**config.mk**
```make
export PLATFORM = sky130hd
export DESIGN_NAME = control_fsm
export DESIGN_NICKNAME = d
export VERILOG_FILES = /design/src/rtl/control_fsm_pkg.sv /design/src/rtl/control_decode.sv /design/src/rtl/control_fsm.sv
export SDC_FILE = /design/constraint.sdc
export NUM_CORES = 1
export LEC_CHECK = 0
export BUFFER_PORTS_ARGS = -buffer_cell sky130_fd_sc_hd__clkbuf_2
export CAP_MARGIN = 0
export CELL_PAD_IN_SITES_DETAIL_PLACEMENT = 1
export CELL_PAD_IN_SITES_GLOBAL_PLACEMENT = 2
export CORE_MARGIN = 10
export CORE_UTILIZATION = 24
export DETAILED_ROUTE_END_ITERATION = 16
export GPL_TIMING_DRIVEN = 0
export PLACE_DENSITY = 0.85
export SETUP_SLACK_MARGIN = 0.5
export SYNTH_ARGS = -nofsm -noshare
export SYNTH_HDL_FRONTEND = slang
export SYNTH_SLANG_ARGS = --single-unit
```
**constraint.sdc**
```tcl
create_clock -name CLK -period 1.6 [get_ports CLK]
set_clock_uncertainty 0.05 [all_clocks]
set_input_delay 0.24 -clock CLK [delete_from_list [all_inputs] [get_ports CLK]]
set_output_delay 0.24 -clock CLK [all_outputs]
set_load 0.02 [all_outputs]
```
**src/rtl/control_fsm_pkg.sv**
```systemverilog
// Shared definitions for the multicycle control unit: opcodes, ALUSrcB selects,
// FSM state encoding and the opcode dispatch classes.
package control_fsm_pkg;

    localparam logic [3:0] OP_ADD   = 4'b0000;
    localparam logic [3:0] OP_SUB   = 4'b0001;
    localparam logic [3:0] OP_AND   = 4'b0010;
    localparam logic [3:0] OP_OR    = 4'b0011;
    localparam logic [3:0] OP_ADDI  = 4'b0100;
    localparam logic [3:0] OP_SHIFT = 4'b0101;
    localparam logic [3:0] OP_RSV6  = 4'b0110;
    localparam logic [3:0] OP_LW    = 4'b0111;
    localparam logic [3:0] OP_SW    = 4'b1000;
    localparam logic [3:0] OP_BEQ   = 4'b1001;
    localparam logic [3:0] OP_RSVA  = 4'b1010;
    localparam logic [3:0] OP_RSVB  = 4'b1011;
    localparam logic [3:0] OP_JAL   = 4'b1100;
    localparam logic [3:0] OP_JALR  = 4'b1101;
    localparam logic [3:0] OP_LUI   = 4'b1110;
    localparam logic [3:0] OP_LBI   = 4'b1111;

    localparam logic [1:0] SRCB_REG   = 2'b00;
    localparam logic [1:0] SRCB_TWO   = 2'b01;
    localparam logic [1:0] SRCB_IMM   = 2'b10;
    localparam logic [1:0] SRCB_SHIMM = 2'b11;

    typedef enum logic [3:0] {
        S_INIT,
        S_FETCH,
        S_DECODE,
        S_EXEC,
        S_ALU_WB,
        S_ADDR,
        S_MEM_RD,
        S_MEM_WB,
        S_MEM_WR,
        S_BRANCH,
        S_JUMP,
        S_HALT
    } state_e;

    typedef enum logic [2:0] {
        CLS_EXEC,
        CLS_ADDR,
        CLS_BRANCH,
        CLS_JUMP,
        CLS_ILLEGAL
    } op_class_e;

    // ALU ops whose second operand is the sign-extended immediate.
    function automatic logic is_imm_alu(input logic [3:0] op);
        return (op == OP_ADDI) || (op == OP_LUI) || (op == OP_LBI);
    endfunction

endpackage

```
**src/rtl/control_decode.sv**
```systemverilog
// Combinational opcode classifier: dispatch class for DECODE and the
// ALUSrcB select used in EXEC.
module control_decode
    import control_fsm_pkg::*;
(
    input  logic [3:0] opcode,
    output op_class_e  op_class,
    output logic [1:0] exec_srcb
);

    always_comb begin
        op_class = CLS_ILLEGAL;
        case (opcode)
            OP_ADD, OP_SUB, OP_AND, OP_OR,
            OP_ADDI, OP_SHIFT, OP_LUI, OP_LBI: op_class = CLS_EXEC;
            OP_LW, OP_SW:                      op_class = CLS_ADDR;
            OP_BEQ:                            op_class = CLS_BRANCH;
            OP_JAL, OP_JALR:                   op_class = CLS_JUMP;
            default:                           op_class = CLS_ILLEGAL;
        endcase
    end

    assign exec_srcb = is_imm_alu(opcode) ? SRCB_IMM : SRCB_REG;

endmodule

```
**src/rtl/control_fsm.sv**
```systemverilog
// Multicycle main control FSM for the 16-bit processor.
// Define CONTROL_ILLEGAL_TRAP_EN to halt with a sticky flag on illegal opcodes.
module control_fsm
    import control_fsm_pkg::*;
#(
    parameter int INSTR_W = 16
) (
    input  logic               CLK,
    input  logic               Reset_N,
    input  logic [INSTR_W-1:0] In_Instr,
    input  logic               In_MemAck,
    input  logic               In_Zero,
    output logic               Out_MemReq,
    output logic               Out_MemRead,
    output logic               Out_MemWrite,
    output logic               Out_IorD,
    output logic               Out_IRWrite,
    output logic               Out_PCWrite,
    output logic               Out_PCWriteCond,
    output logic               Out_RegWrite,
    output logic               Out_MemToReg,
    output logic               Out_ALUSrcA,
    output logic [1:0]         Out_ALUSrcB,
    output logic [3:0]         Out_Inst,
    output logic [1:0]         Out_Si,
    output logic               Out_PerformAddition,
    output logic               Out_Illegal
);

    state_e     state_reg;
    logic [3:0] inst_reg;
    logic [1:0] si_reg;
    op_class_e  op_class;
    logic [1:0] exec_srcb;

    // The zero flag gates the PC load inside the datapath, not here.
    logic unused_inputs;
    assign unused_inputs = ^{In_Instr[INSTR_W-5:2], In_Zero};

    control_decode u_decode (
        .opcode    (inst_reg),
        .op_class  (op_class),
        .exec_srcb (exec_srcb)
    );

`ifdef CONTROL_ILLEGAL_TRAP_EN
    logic illegal_reg;
    assign Out_Illegal = illegal_reg;
`else
    assign Out_Illegal = 1'b0;
`endif

    // Opcode/shift type are captured on the fetch ack so they are valid throughout DECODE.
    always_ff @(posedge CLK or negedge Reset_N) begin
        if (!Reset_N) begin
            state_reg   <= S_INIT;
            inst_reg    <= '0;
            si_reg      <= '0;
`ifdef CONTROL_ILLEGAL_TRAP_EN
            illegal_reg <= 1'b0;
`endif
        end else begin
            case (state_reg)
                S_INIT:   state_reg <= S_FETCH;
                S_FETCH: begin
                    if (In_MemAck) begin
                        inst_reg  <= In_Instr[INSTR_W-1 -: 4];
                        si_reg    <= In_Instr[1:0];
                        state_reg <= S_DECODE;
                    end
                end
                S_DECODE: begin
                    case (op_class)
                        CLS_EXEC:   state_reg <= S_EXEC;
                        CLS_ADDR:   state_reg <= S_ADDR;
                        CLS_BRANCH: state_reg <= S_BRANCH;
                        CLS_JUMP:   state_reg <= S_JUMP;
                        default: begin
`ifdef CONTROL_ILLEGAL_TRAP_EN
                            illegal_reg <= 1'b1;
                            state_reg   <= S_HALT;
`else
                            state_reg   <= S_FETCH;
`endif
                        end
                    endcase
                end
                S_EXEC:   state_reg <= S_ALU_WB;
                S_ALU_WB: state_reg <= S_FETCH;
                S_ADDR:   state_reg <= (inst_reg == OP_LW) ? S_MEM_RD : S_MEM_WR;
                S_MEM_RD: if (In_MemAck) state_reg <= S_MEM_WB;
                S_MEM_WB: state_reg <= S_FETCH;
                S_MEM_WR: if (In_MemAck) state_reg <= S_FETCH;
                S_BRANCH: state_reg <= S_FETCH;
                S_JUMP:   state_reg <= S_FETCH;
                S_HALT:   state_reg <= S_HALT;
                default:  state_reg <= S_INIT;
            endcase
        end
    end

    assign Out_Inst = inst_reg;
    assign Out_Si   = si_reg;

    always_comb begin
        Out_MemReq          = 1'b0;
        Out_MemRead         = 1'b0;
        Out_MemWrite        = 1'b0;
        Out_IorD            = 1'b0;
        Out_IRWrite         = 1'b0;
        Out_PCWrite         = 1'b0;
        Out_PCWriteCond     = 1'b0;
        Out_RegWrite        = 1'b0;
        Out_MemToReg        = 1'b0;
        Out_ALUSrcA         = 1'b0;
        Out_ALUSrcB         = SRCB_REG;
        Out_PerformAddition = 1'b0;
        case (state_reg)
            S_FETCH: begin
                Out_MemReq  = 1'b1;
                Out_MemRead = 1'b1;
                if (In_MemAck) begin
                    Out_IRWrite         = 1'b1;
                    Out_PCWrite         = 1'b1;
                    Out_PerformAddition = 1'b1;
                    Out_ALUSrcB         = SRCB_TWO;
                end
            end
            S_DECODE: begin
                Out_PerformAddition = 1'b1;
                Out_ALUSrcB         = SRCB_SHIMM;
            end
            S_EXEC: begin
                Out_ALUSrcA = 1'b1;
                Out_ALUSrcB = exec_srcb;
            end
            S_ALU_WB: Out_RegWrite = 1'b1;
            S_ADDR: begin
                Out_PerformAddition = 1'b1;
                Out_ALUSrcA         = 1'b1;
                Out_ALUSrcB         = SRCB_IMM;
            end
            S_MEM_RD: begin
                Out_MemReq  = 1'b1;
                Out_MemRead = 1'b1;
                Out_IorD    = 1'b1;
            end
            S_MEM_WB: begin
                Out_RegWrite = 1'b1;
                Out_MemToReg = 1'b1;
            end
            S_MEM_WR: begin
                Out_MemReq   = 1'b1;
                Out_MemWrite = 1'b1;
                Out_IorD     = 1'b1;
            end
            // Out_Inst already holds the BEQ opcode, which the ALU decoder maps to SUB.
            S_BRANCH: begin
                Out_ALUSrcA     = 1'b1;
                Out_PCWriteCond = 1'b1;
            end
            S_JUMP: begin
                Out_PCWrite         = 1'b1;
                Out_RegWrite        = 1'b1;
                Out_PerformAddition = 1'b1;
                Out_ALUSrcA         = (inst_reg == OP_JALR);
            end
            default: ;
        endcase
    end

endmodule

```
==> out/metrics.cfg, run 1 <==
[die]
core_area_sq_mm = 0.00336
fp.dieArea_sq_mm = 0.00629
die_y_um = 79.3
row_count = 21
fp.dieW_um = 79.3
start_util_pct = 25.1
ios = 40

[finish]
post-route-util_pct = 53.8
finalNetCount = 190
diodes = 0
area_growth_pct = 114
drive_above_1_share_pct = 72.8

[grt]
grt_pass1_vias = 1090
grt_usage_pct = 10.8
grt_max_degree = 11
antenna_found_initial = 0
grt_overflow_total = 0
grt_pass1_wl_um = 5600

[pwr]
power.density_mw_per_mm2 = 2390
ir_drop_mv = 1.05
p_leak_uw = 0.000822

[timing]
fin_crit_ns = 1.87
tns_ns = -1.78
setup_viol = 13
hold_viol_final = 0
hold_slack_ns = 0.150
slew_violations = 0
worst_slack_ns = -0.268
fmax_mhz = 535
fin_crit_sh_pct = 117
grt_setup_unrepaired = true

[worst_hold_path]
hold_path_depth = 2
hold_path_class = primary input to flop

[clocking]
cts_tree = yes
cts.clk_slew.worst_paths_ns = 0.07
clock_path_buffers = 2
insertion_delay_ns = 0.27
cts.sinks = 10
htree_levels = 1
root_buffer = clkbuf_4
cts_buffers = 3

[critical_path]
cp_data_arrival_time_ns = 1.58
cp.required_ns = 1.31
slowest_stage = or4_4
cp_num_cells = 4
reg2reg_depth = 5
worstPathCellList = buf_6 > or4_4 > nand3_2 > buf_8
crit_path_end_kind = output port
cpLargestDelayFamily = simple AND/OR/NAND/NOR gates
slowest_delay_ns = 0.50
critPathBufInv = 2
crit_path_start_kind = flop
r2r_setup_slack_ns = -0.06
crit_fanout = 6
worst-setup-path-type = flop to output port

[detailed_routing]
wl_um = 3880
ant_nets = 0
first_pass_iters = 4
vias_per_cell = 4.94
post_drt_wl_per_cell_um = 18.1
vias = 1063
drt_iter0_drc = 36
drc_errors = 0

[synth]
synth-edff-count = 0
netlist_area_sq_um = 845
netlist.area_leader.share_pct = 29.6
synthTopCellsByArea = dfrtp_1 30%, mux2_2 9.3%, nor2_1 5.3%
avgSynthCellArea_sq_um = 8.36
synth_nets = 121
yosys.area.top_type = dfrtp_1
syn-instance-count = 101
ys_seq_area_share_pct = 29.6
ys_warn_count = 0
ys.flop_type = dfrtp_1
async_flop_share_pct = 100
ys_types = 37
synth-seq-cells = 10

[place]
gp_congestion = 0.795
port_buffers = 27
hpwl_um = 2330
dp_slack_ns = -0.187

[job]
cap_violations = 0

[status]
violations = negative setup slack
status = complete, but fails checks

-- power by group --
part / total [uW] / internal (uW) / leakage (uW) / switching (uW)
combinational: 3620 / 1970 / 0.000693 / 1640
sequential: 527 / 392 / 0.000114 / 135
clock: 189 / 96.6 / 0.0000150 / 92.2
-- Yosys cell counts (all sizes together) (2+ instances only) --
cell	number
nor2	12
dfrtp	10
buf	8
mux2	7
nand2	7
nor3	7
o21ai	6
a21oi	5
nand2b	4
or3	4
nand3b	3
o31ai	3
a211oi	2
clkbuf	2
nand3	2
nor2b	2
xor2	2
-- path summary, 6_finish.rpt --
check                                    startpoint                        to
setup / recovery           state_reg[2]$_DFFE_PN0P_            Out_ALUSrcB[1]
hold / removal                         In_Instr[12]   Out_Inst[0]$_DFFE_PN0P_
setup reg to reg            Out_Inst[3]$_DFFE_PN0P_  state_reg[1]$_DFFE_PN0P_
hold reg to reg               Out_Si[0]$_DFFE_PN0P_     Out_Si[0]$_DFFE_PN0P_
max in group asynchronous                   Reset_N  state_reg[1]$_DFFE_PN0P_
min in group asynchronous                   Reset_N   Out_Inst[0]$_DFFE_PN0P_
-- area by class of cell --
class / instances / area, sq um
buffer: 10 / 145
clock buffer: 4 / 26.3
fill: 399 / 1550
inverter: 1 / 7.51
multi-input combinational: 80 / 722
sequential: 10 / 258
tap: 46 / 57.6
timing repair buffer: 64 / 593
-- repair_timing --
item                                    CTS  global route
endpoints found under the setup margin   29            29
pin swaps                                10             6
cloned                                    0             1
endpoints found under the hold margin    10             0
hold buffers                              1             0
resized for setup                        68            30
setup buffers                            16            19
-- cells in the final DEF (no fill, tap or decap), drive strengths merged, types with 2 or more instances in the layout --
master	instances
xor2	2
a211oi	2
o21ai	6
clkbuf	24
nand3	2
nor3	7
nand2	7
a21oi	5
buf	53
nand3b	3
nand2b	4
mux2	7
or3	4
nor2b	2
o31ai	3
nor2	12
dfrtp	10
-- layer usage --
| metal | GRT usage [%] | part of all wire (%) |
|---|---|---|
| met1 | 11.9 | 41 |
| met5 | 0 | 0 |
| met2 | 18.8 | 52 |
| met4 | 3.23 | 0.49 |
| met3 | 3.83 | 6.4 |
-- worst register-to-register path: cells and delay by family (launching register included) --
kind / cells / cell delay, ns
AOI/OAI and AO/OA: 1 / 0.17
buffers and inverters: 2 / 0.25
DFF: 1 / 0.43
and+or+nand+nor: 2 / 0.68
-- through the flow --
step	power, uW	cells	area (sq um)
final	4330	215	1810
after detailed placement	2560	174	1140
after global routing	4590	215	1810
after CTS	3700	195	1580
after floorplan	1990	101	951
after global placement	2480	174	1140
-- cell families (layout without fill, tap and decap cells) --
group                     after synthesis  count (layout)  share of synthesized area [%]
AOI/OAI and AO/OA                      21              21                           16.0
muxes                                   8               8                           10.5
xor gates and xnor gates                2               2                           2.07
DFF                                    10              10                           29.6
other                                   1               1                          0.444
buffers and inverters                  11              79                           7.85
and+or+nand+nor                        48              48                           33.5
No activity file was read; power rests on OpenSTA's default activity.
==> run 2, diff against run 1 <==
- RECOVER_POWER: not set -> 25
==> run 2 against run 1 <==
The run still ends with negative setup slack left. Die area did not move. Clock power is essentially flat. First-iteration DRC count unchanged. Register-to-register slack about the same. Routed wire length barely moved. Combinational power hardly changed. Largest cell class unchanged. Largest power group unchanged. Highest routed layer unchanged.
==> out/metrics.cfg, run 2 (synthesized netlist as in run 1, its figures left out) <==
[die]
core_area_sq_mm = 0.00336
fp.dieW_um = 79.3
row_count = 21
die_y_um = 79.3
ios = 40
start_util_pct = 25.1
fp.dieArea_sq_mm = 0.00629

[detailed_routing]
drt_iter0_drc = 36
ant_nets = 0
post_drt_wl_per_cell_um = 18.1
drc_errors = 0
vias_per_cell = 4.93
vias = 1060
first_pass_iters = 4
wl_um = 3880

[finish]
layout_commonest_cell = buf_4
area_growth_pct = 114
finalNetCount = 190
post-route-util_pct = 53.8
drive_above_1_share_pct = 72.2
multiInputGateArea_sq_um = 722
diodes = 0
seq_area_sq_um = 258
fill_cells = 399
mostFrequentLayoutCells = 29 x buf_4, 17 x buf_6, 9 x nor2_1, 9 x clkbuf_8, 8 x clkbuf_2
final_area_sq_mm = 0.00181

[timing]
hold_viol_final = 0
maxSlewHeadroom_pct = 60.3
fmax_mhz = 535
tns_ns = -1.77
fin_crit_sh_pct = 117
tightest_slew_ns = 0.595
worst_slack_ns = -0.268
grt_setup_unrepaired = true
fin_crit_ns = 1.87
setup_viol = 13
slew_violations = 0

[grt]
grt_overflow_total = 0
antenna_found_initial = 0
grt_max_degree = 11
grt_usage_pct = 10.8
grt_pass1_vias = 1090
grt_pass1_wl_um = 5600

[place]
hpwl_um = 2330
dp_slack_ns = -0.187
placed_area_sq_mm = 0.00114
gp_congestion = 0.795
port_buffers = 27

[clocking]
root_buffer = clkbuf_4
cts.clk_slew.worst_paths_ns = 0.07
cts.sinks = 10
cts_tree = yes
insertion_delay_ns = 0.27
clock_path_buffers = 2
htree_levels = 1
cts_buffers = 3

[critical_path]
crit_fanout = 6
cp.required_ns = 1.31
crit_path_start_kind = flop
crit_path_end_kind = output port
cp_data_arrival_time_ns = 1.58
worstPathCellList = buf_6 > or4_4 > nand3_2 > buf_8
slowest_stage = or4_4
slowest_delay_ns = 0.50
cpLargestDelayFamily = simple AND/OR/NAND/NOR gates
worst-setup-path-type = flop to output port
critPathBufInv = 2

[worst_hold_path]
hold_path_class = primary input to flop

[pwr]
ir_drop_mv = 1.05
p_leak_uw = 0.000819
power.density_mw_per_mm2 = 2400

[status]
status = complete, but fails checks
violations = negative setup slack

[job]
cap_violations = 0

[run 2: what timing repair did]
item / in CTS / in global routing
gates cloned: 0 / 1
setup endpoints to repair: 29 / 29
resized for setup: 68 / 30
hold buffers: 1 / 0
pin swaps: 10 / 6
setup buffers: 16 / 19
endpoints found under the hold margin: 10 / 0
[run 2: metal layers]
metal / vias to the layer above / part of all wire (%) / global-route usage, %
met2: 27 / 52 / 18.8
li1: 505 / - / -
met4: 0 / 0.49 / 3.23
met1: 526 / 41 / 11.9
met3: 2 / 6.2 / 3.83
met5: - / 0 / 0
[run 2: path summary, 6_finish.rpt]
path                                                from                       end  slack, ns  cells past startpoint
worst max-delay path            state_reg[2]$_DFFE_PN0P_            Out_ALUSrcB[1]      -0.27                      4
worst min register to register     Out_Si[0]$_DFFE_PN0P_     Out_Si[0]$_DFFE_PN0P_       0.50                      1
worst max register to register   Out_Inst[3]$_DFFE_PN0P_  state_reg[1]$_DFFE_PN0P_      -0.06                      5
min in group asynchronous                        Reset_N  state_reg[3]$_DFFE_PN0P_       0.44                      2
worst min-delay path                        In_Instr[12]   Out_Inst[0]$_DFFE_PN0P_       0.15                      2
max in group asynchronous                        Reset_N  state_reg[1]$_DFFE_PN0P_       0.63                      2
[run 2: where the power goes]
part	internal [uW]	switching [uW]
sequential	392	135
clock	96.6	91.2
combinational	1970	1640
total	2460	1870
[run 2: cell type report]
type / instances / share of cell area, %
Multi-Input combinational cell: 80 / 39.9
Tap cell: 46 / 3.18
Sequential cell: 10 / 14.3
Timing Repair Buffer: 64 / 32.7
Buffer: 10 / 8.03
Clock buffer: 4 / 1.45
Inverter: 1 / 0.415
[run 2: through the flow]
stage / hold WS [ns] / power, uW / cells
2_1_floorplan: -0.106 / 1990 / 101
3_3_place_gp: 0.0686 / 2480 / 174
3_5_place_dp: 0.0784 / 2560 / 174
4_1_cts: 0.142 / 3700 / 195
5_1_grt: 0.150 / 4590 / 215
6_report: 0.151 / 4330 / 215
==> run 3, diff against run 2 <==
- CELL_PAD_IN_SITES_GLOBAL_PLACEMENT: 2 -> 1
- CORE_UTILIZATION: 24 -> 32
- PLACE_DENSITY: 0.85 -> 0.87
==> run 3 against run 2 <==
The flow still finishes with violations (negative setup slack). Flip-flop and latch count stayed put. Routed wire length is 33% higher. Die area is 19% lower. Sequential share of layout area is 0.58 points lower. Fmax is 4.9% lower. Largest cell class unchanged. Sequential power is 2% higher. Highest routed layer unchanged. Hold slack better by 0.0030 ns. Via count is 10% higher.
==> out/metrics.cfg, run 3 (synthesized netlist as in run 1, its figures left out) <==
[timing]
slew_violations = 0
fmax_mhz = 509
setup_viol = 22
hold_viol_final = 0
maxSlewHeadroom_pct = 64.0
fin_crit_sh_pct = 123
fin_crit_ns = 1.97
grt_setup_unrepaired = true
tightest_slew_ns = 0.539
worst_slack_ns = -0.365

[place]
place_inst = 158
hpwl_um = 2170
port_buffers = 27
dp_slack_ns = -0.212
placed_area_sq_mm = 0.00112
gp_congestion = 0.809

[finish]
fin_cells = 199
final_area_sq_mm = 0.00188
drive_above_1_share_pct = 71.0
finalNetCount = 190
area_growth_pct = 122
layout_commonest_cell = buf_4
mostFrequentLayoutCells = 26 x buf_4, 14 x buf_6, 10 x clkbuf_8
diodes = 0

[clocking]
cts.sinks = 10
clock_path_buffers = 2
root_buffer = clkbuf_4
cts_buffers = 3
htree_levels = 1
cts_tree = yes
insertion_delay_ns = 0.27
cts.clk_slew.worst_paths_ns = 0.06

[detailed_routing]
wl_met3_um = 441
first_pass_iters = 4
vias_per_cell = 5.86
wl_met2_um = 2550
ant_nets = 0
post_drt_wl_per_cell_um = 26.0
wl_um = 5170
drt_iter0_drc = 180
drc_errors = 0
vias = 1166
met1Wirelength_um = 1920
top_layer_used = met4

[critical_path]
crit_path_end_kind = output port
worst-setup-path-type = flop to output port
crit_path_start_kind = flop
reg2reg_depth = 6
cp_data_arrival_time_ns = 1.68
cp.required_ns = 1.31
crit_fanout = 5

[die]
fp.dieW_um = 71.4
core_area_sq_mm = 0.00250
die_y_um = 71.4
ios = 40
fp.dieArea_sq_mm = 0.00509
row_count = 18
start_util_pct = 33.8

[pwr]
internal-power_uw = 2610
clockPowerShare_pct = 3.8
power.density_mw_per_mm2 = 2520
p_seq_share_pct = 11.3
comb_power_share_pct = 84.8
p_leak_uw = 0.000851
swShare_pct = 44.9
ir_drop_mv = 1.72
p_sw_uw = 2120

[grt]
antenna_found_initial = 0
grt_max_degree = 11
grt_overflow_total = 0
grt_usage_pct = 15.3
grt_pass1_wl_um = 6530
grt_pass1_vias = 1204

[worst_hold_path]
hold_path_depth = 2
hold_path_class = primary input to flop

[status]
status = complete, but fails checks
violations = negative setup slack

[job]
cap_violations = 0

-- run 3: layout make-up --
| class | count | area (sq um) |
|---|---|---|
| Tap cell | 30 | 37.5 |
| Fill cell | 235 | 624 |
| Multi-Input combinational cell | 80 | 733 |
| Sequential cell | 10 | 256 |
| Clock buffer | 4 | 26.3 |
| Inverter | 1 | 7.51 |
| Timing Repair Buffer | 64 | 661 |
| Buffer | 10 | 154 |
-- run 3: power groups by stage --
stage	combinational, uW	clock (uW)	sequential (uW)
after detailed placement	1980	0	549
after CTS	3190	189	516
final	4010	180	536
after global routing	4190	194	551
after floorplan	1380	0	608
after global placement	1920	0	536
-- run 3: final timing paths --
path | end | slack, ns | from
max | Out_ALUSrcA | -0.37 | state_reg[1]$_DFFE_PN0P_
min | Out_Inst[1]$_DFFE_PN0P_ | 0.15 | In_Instr[13]
max reg2reg | Out_Inst[2]$_DFFE_PN0P_ | -0.18 | state_reg[1]$_DFFE_PN0P_
min reg2reg | Out_Si[0]$_DFFE_PN0P_ | 0.49 | Out_Si[0]$_DFFE_PN0P_
max in group asynchronous | state_reg[2]$_DFFE_PN0P_ | 0.66 | Reset_N
min in group asynchronous | state_reg[0]$_DFFE_PN0P_ | 0.45 | Reset_N
-- run 3: worst max-delay path: stages, from the launching register on --
cell,delay (ns)
dfrtp_1,0.44
buf_6,0.17
buf_4,0.15
nor2b_1,0.24
nand2_1,0.10
nand3b_1,0.14
clkbuf_8,0.16
-- run 3: per-stage QoR --
step	power [uW]	setup TNS, ns	util, %	hold slack [ns]
6_report	4730	-4.37	75.0	0.154
5_1_grt	4930	-5.29	75.0	0.151
4_1_cts	3890	-1.87	66.2	0.151
3_5_place_dp	2530	-0.954	44.9	0.0708
3_3_place_gp	2460	-0.320	44.9	0.0586
2_1_floorplan	1990	-0.130	-	-0.106
-- run 3: repair_timing --
item | 4_1_cts | 5_1_grt
gates cloned | 0 | 1
hold endpoints to repair | 10 | 0
resized for setup | 77 | 29
hold buffers | 1 | 0
setup endpoints to repair | 29 | 29
pin swaps | 10 | 10
setup buffers | 24 | 11
-- run 3: layer usage --
| layer | track usage [%] | vias to the layer above |
|---|---|---|
| met4 | 4.52 | 0 |
| met3 | 4.55 | 20 |
| met1 | 17.4 | 576 |
| met2 | 26.8 | 71 |
| met5 | 0 | - |
| li1 | - | 499 |
